<file path="src/rtl/accu_pkg.sv">
// rtl/accu_pkg.sv - shared constants for the windowed accumulator and its result buffer
//
// Purpose: single source for the accumulator window length and data widths so the
//          accumulator and the result FIFO cannot drift apart.
// Contents:
//   ACCU_WINDOW  samples per windowed sum
//   ACCU_IN_W    accumulator input sample width
//   ACCU_OUT_W   accumulator result width (one guard bit over the input)
package accu_pkg;

  localparam int ACCU_WINDOW = 50;
  localparam int ACCU_IN_W   = 37;
  localparam int ACCU_OUT_W  = ACCU_IN_W + 1;

endpackage

</file>
<file path="src/rtl/rise_det.sv">
// rtl/rise_det.sv - one-bit registered rising-edge detector
//
// Purpose: turns a level strobe into a single-cycle pulse on its first high cycle.
//          The pulse is combinational from `in`, so no latency is added.
// Ports:
//   clk    in   clock, rising edge
//   rst_n  in   synchronous active-low reset (clears the history bit)
//   in     in   level strobe
//   pulse  out  high in the first cycle `in` is seen high after being low
module rise_det (
  input  logic clk,
  input  logic rst_n,
  input  logic in,
  output logic pulse
);

  logic in_q;

  always_ff @(posedge clk) begin
    if (!rst_n) begin
      in_q <= 1'b0;
    end else begin
      in_q <= in;
    end
  end

  // A strobe already high when reset releases counts as a fresh edge.
  assign pulse = in & ~in_q;

endmodule

</file>
<file path="src/rtl/accu_result_fifo.sv">
// rtl/accu_result_fifo.sv - result buffer between the windowed accumulator and its consumer
//
// Purpose: captures one accumulator result per rising edge of data_valid into a
//          circular buffer and presents it first-word-fall-through. When the buffer is
//          full, accu_hold freezes the accumulator through its active-low enable.
// Parameters:
//   data_width  result width (accumulator output width)
//   depth       buffer entries, power of two, 2..64
//   addr_width  pointer width, derived from depth
// Ports:
//   clk        in   clock, rising edge
//   rst_n      in   synchronous active-low reset
//   wr_data    in   accumulator result
//   wr_valid   in   accumulator data_valid level
//   accu_hold  out  buffer full, drive accumulator en
//   rd_data    out  head entry
//   rd_valid   out  head entry present
//   rd_ready   in   consumer takes head this cycle
//   count      out  occupancy 0..depth
//   overflow   out  sticky: a capture was dropped
//   clr_ovf    in   clears overflow (a same-cycle drop wins)
module accu_result_fifo
  import accu_pkg::*;
#(
  parameter int data_width = ACCU_OUT_W,
  parameter int depth      = 8,
  parameter int addr_width = $clog2(depth)
) (
  input  logic                         clk,
  input  logic                         rst_n,
  input  logic signed [data_width-1:0] wr_data,
  input  logic                         wr_valid,
  output logic                         accu_hold,
  output logic signed [data_width-1:0] rd_data,
  output logic                         rd_valid,
  input  logic                         rd_ready,
  output logic [addr_width:0]          count,
  output logic                         overflow,
  input  logic                         clr_ovf
);

  localparam logic [addr_width:0] depth_c = (addr_width + 1)'(depth);
  localparam logic [addr_width:0] one_c   = (addr_width + 1)'(1);
  localparam logic [addr_width-1:0] ptr_one_c = addr_width'(1);

  logic signed [data_width-1:0] mem [depth];
  logic [addr_width-1:0]        wr_ptr;
  logic [addr_width-1:0]        rd_ptr;

  logic push;
  logic pop;
  logic full;
  logic push_ok;
  logic drop;

  rise_det u_rise_det (
    .clk   (clk),
    .rst_n (rst_n),
    .in    (wr_valid),
    .pulse (push)
  );

  assign full     = (count == depth_c);
  assign rd_valid = (count != '0);
  assign pop      = rd_valid & rd_ready;
  // A pop in the same cycle frees the slot, so a push at full still fits.
  assign push_ok  = push & (~full | pop);
  assign drop     = push & full & ~pop;

  // Decoded from registered count only; rd_ready has no path to the hold.
  assign accu_hold = full;
  assign rd_data   = mem[rd_ptr];

  // Storage is not reset; rd_data is only meaningful while rd_valid is high.
  // At full with a simultaneous pop, wr_ptr equals rd_ptr: the head is read
  // combinationally this cycle and overwritten at the edge.
  always_ff @(posedge clk) begin
    if (push_ok) begin
      mem[wr_ptr] <= wr_data;
    end
  end

  always_ff @(posedge clk) begin
    if (!rst_n) begin
      wr_ptr <= '0;
      rd_ptr <= '0;
      count  <= '0;
    end else begin
      // depth is a power of two, so pointer wrap is natural overflow.
      if (push_ok) begin
        wr_ptr <= wr_ptr + ptr_one_c;
      end
      if (pop) begin
        rd_ptr <= rd_ptr + ptr_one_c;
      end
      case ({push_ok, pop})
        2'b10:   count <= count + one_c;
        2'b01:   count <= count - one_c;
        default: count <= count;
      endcase
    end
  end

  always_ff @(posedge clk) begin
    if (!rst_n) begin
      overflow <= 1'b0;
    end else if (drop) begin
      overflow <= 1'b1;
    end else if (clr_ovf) begin
      overflow <= 1'b0;
    end
  end

endmodule

</file>
<file path="config.mk">
export PLATFORM = sky130hd
export DESIGN_NAME = accu_result_fifo
export DESIGN_NICKNAME = d
export VERILOG_FILES = /design/src/rtl/accu_pkg.sv /design/src/rtl/rise_det.sv /design/src/rtl/accu_result_fifo.sv
export SDC_FILE = /design/constraint.sdc
export NUM_CORES = 1
export LEC_CHECK = 0
export ABC_AREA = 0
export BUFFER_PORTS_ARGS = -buffer_cell sky130_fd_sc_hd__buf_4
export CORE_ASPECT_RATIO = 0.6
export CORE_MARGIN = 2
export CORE_UTILIZATION = 53
export DETAILED_ROUTE_END_ITERATION = 6
export PLACE_DENSITY = 0.69
export SYNTH_ARGS = -nofsm -noshare
export SYNTH_HDL_FRONTEND = slang
export SYNTH_SLANG_ARGS = --single-unit
</file>
<file path="constraint.sdc">
create_clock -name clk -period 6.9 [get_ports clk]
set_input_delay 0.345 -clock clk [delete_from_list [all_inputs] [get_ports clk]]
set_output_delay 0.345 -clock clk [all_outputs]
set_load 0.05 [all_outputs]
</file>
==> key figures <==
Run status
  – Status: finished clean

Setup path
  – Crit path kind: reg2out
  – Crit path capture type: output port
  – CP max stage delay: 810 ps
  – CP dominant cell by count: buf_4
  – Crit-path slowest cell: buf_4
  – Startpoint Class: flop
  – R2r worst-path depth: 4
  – Worst flop-to-flop path startpoint: count[3]
  – Flop-to-flop setup slack: 4160 ps
  – RR Endpoint: mem[5][21]
  – WP data arrival: 3290 ps
  – Worst Path Required: 6550 ps
  – Crit-path cells: buf_4, mux4_2, mux2_2, buf_4
  – Crit path max fanout: 42

Logic synthesis
  – Synth unique cells: 42
  – Post-synth top flop: edfxtp_1
  – Yosys Warn Count: 0
  – Sequential cell area fraction in the yosys report: 77.1%
  – #FFs+latches synth: 319
  – Mapped Avg Cell Area: 23.0 um2
  – Syn Nets: 577
  – Cells after Synth: 531
  – Post-synth EDFFs: 304
  – Mapped Area: 12200 um2
  – Async SR Flop Fraction: 0%

STA
  – Worst setup margin: 3270 ps
  – Worst Max-Slew Pin Slew: 1130 ps
  – RSZ-0062 raised after global routing: false
  – Fin Clk Skew: 8.55 ps
  – Final Max Slew Viols: 0
  – Min Tclk post-route: 3630 ps
  – Hold slack: 36.9 ps
  – Peak Freq: 275 MHz
  – Final Setup Violations: 0
  – Period utilization: 52.7%
  – Total Neg Setup Slack: 0 ps
  – Slew HR: 24.8%
  – Hold Vio Cnt, Final: 0

Global route
  – Number of global-route vias before repair: 5901
  – Largest net degree at the start of global routing: 77
  – First-pass GRT wire length: 35300 um
  – Gr usage total: 19.8%
  – Initial antenna violation count: 1
  – Grt ovf: 0

Route
  – Routed wire per std cell: 24.0 um
  – Via density: 5.84
  – Pre-Repair DR Iteration Count: 5
  – DR vias: 5645
  – Iteration-0 DRC Markers: 394
  – Post-DRT Antenna Nets: 0
  – DRC Markers: 0
  – Final WL: 23200 um

Min path
  – Min-Delay Path Class: in2reg
  – Hold worst-path end: u_rise_det.in_q
  – Worst Hold Launch: wr_valid
  – WHS Path Cells: 2

Floorplan
  – Initial Util: 54.7%
  – Die width: 200 um
  – Die Y-Extent: 122 um
  – Die area: 24300 um2
  – Core Box Area: 22300 um2
  – IO Count: 88
  – FP Rows: 42

Clock tree
  – Clock Sinks: 319
  – Clock Tree Buf Depth: 3
  – Clk_lat worst skew: 530 ps
  – Clock Tree Root: clkbuf_16
  – Clock Pin Slew Worst Setup and Hold Paths: 60 ps
  – Post-CTS Setup Repair Bufs: 0
  – Num CTS Buffers: 29
  – Cts hold-fix bufs: 0
  – CTS tree: yes
  – Quantity of gates resized following cts: 0
  – H-tree depth: 1

Layout
  – Area delta synth->final: 15.4%
  – Antenna Cells: 0
  – Layout Nets: 684
  – Fill count: 1526
  – Final cell count without fillers: 966
  – Layout cells sized above 1: 40.1%

Power and ir drop
  – Maximum vdd ir drop: 0.000203 V
  – Power per standard cell area: 322 nW/um2
  – Leak pwr: 4.53 nW
  – Design Power: 4.55 mW

Placement
  – # placed instances: 915
  – Worst slack at placement: 3730 ps
  – Port bufs: 87
  – Final HPWL DP: 13200 um
  – GPL Wtd Cong: 0.747

Flow run
  – Max-cap viol count: 0
==> power by group <==
group	internal, mW	switching (mW)	leakage (nW)
clock network	0.769	0.648	0.398
registers	2.17	0.0940	2.88
logic	0.373	0.490	1.26
total	3.31	1.23	4.53
==> flip-flops by register name, indices dropped and copies added (netlist names), named ones only <==
signal           flops
mem                304
wr_ptr               3
overflow             1
count                4
rd_ptr               3
u_rise_det.in_q      1
==> cell type report <==
cell class / count / area [um2] / share of cell area, %
tap: 308 / 385 / 2.73
clock inverter: 13 / 58.8 / 0.417
multi-input combinational: 183 / 2690 / 19.0
inverter: 2 / 7.51 / 0.0532
clock buffer: 38 / 759 / 5.38
sequential: 319 / 9440 / 66.9
timing repair buffer: 103 / 773 / 5.48
==> cell usage after synthesis, drive strengths merged (2+ instances only) <==
| library cell | n | share of area (%) |
|---|---|---|
| xor2 | 2 | 0.14 |
| clkbuf | 13 | 0.40 |
| o21ai | 4 | 0.26 |
| xnor2 | 4 | 0.29 |
| nor2b | 2 | 0.10 |
| mux2i | 4 | 0.33 |
| nor4 | 2 | 0.10 |
| mux4 | 76 | 14 |
| o211ai | 2 | 0.16 |
| nand2b | 6 | 0.31 |
| dfxtp | 15 | 2.5 |
| and2 | 7 | 0.36 |
| ha | 3 | 0.31 |
| inv | 2 | 0.061 |
| edfxtp | 304 | 75 |
| nor3 | 5 | 0.20 |
| and3 | 2 | 0.10 |
| nor2 | 4 | 0.12 |
| nand3 | 3 | 0.12 |
| nand2 | 5 | 0.15 |
| buf | 14 | 0.83 |
| mux2 | 39 | 3.6 |
==> per-stage QoR <==
step	cell area (um2)	util (%)
after floorplan	12200	-
after global placement	13300	59.5
after detailed placement	13300	59.5
after CTS	14100	63.2
after global routing	14100	63.2
final	14100	63.2
==> how the worst max path moves through the flow <==
stage               startpoint          end  slack, ps  cells past startpoint
detailed placement        flop   rd_data[7]       3730                      4
finish                    flop   rd_data[7]       3270                      4
floorplan             count[0]    mem[0][0]       1610                      3
CTS                       flop   rd_data[7]       3160                      4
global route              flop  rd_data[13]       2990                      4
global placement          flop  rd_data[13]       3770                      4
==> layout by cell type (no fill, tap or decap), types with 2 or more instances in the layout <==
cell	synthesis	layout
dfxtp_4	0	2
and3_1	2	2
xor2_1	2	2
inv_1	2	2
nor2b_1	2	2
buf_4	1	103
clkinv_2	0	2
clkbuf_16	0	29
nor2_4	0	3
mux2_2	38	38
o21ai_0	2	2
xnor2_1	4	4
clkinv_1	0	10
dfxtp_1	15	12
nand3_1	3	3
nor3_2	0	4
edfxtp_1	304	304
nand2b_1	6	6
mux4_2	76	76
clkbuf_1	13	9
mux2i_1	4	4
ha_1	3	3
nand2_1	5	5
and2_1	7	7
==> cell families (layout without fill, tap and decap cells) <==
family	Yosys count	after routing	share of synthesized area, %
multiplexers	119	119	17.9
flip-flops	319	319	77.1
buffers and inverters	29	156	1.29
AND/OR/NAND/NOR	41	41	1.93
AO/OA/AOI/OAI	14	14	0.973
XOR/XNOR	6	6	0.430
adder cells (fa/ha/maj)	3	3	0.307
==> routing by layer <==
layer / share of wire, % / global-route usage [%]
met5: 0.039 / 0
met4: 1.6 / 4.07
met3: 6.6 / 4.29
met2: 50 / 32.9
met1: 42 / 27.7
==> critical path, delay by kind of cell (launching register included) <==
kind | cells | cell delay (ps)
muxes | 2 | 910
DFF | 1 | 790
buffers and inverters | 2 | 1000
Note: power is estimated with default switching activity, not from simulation.
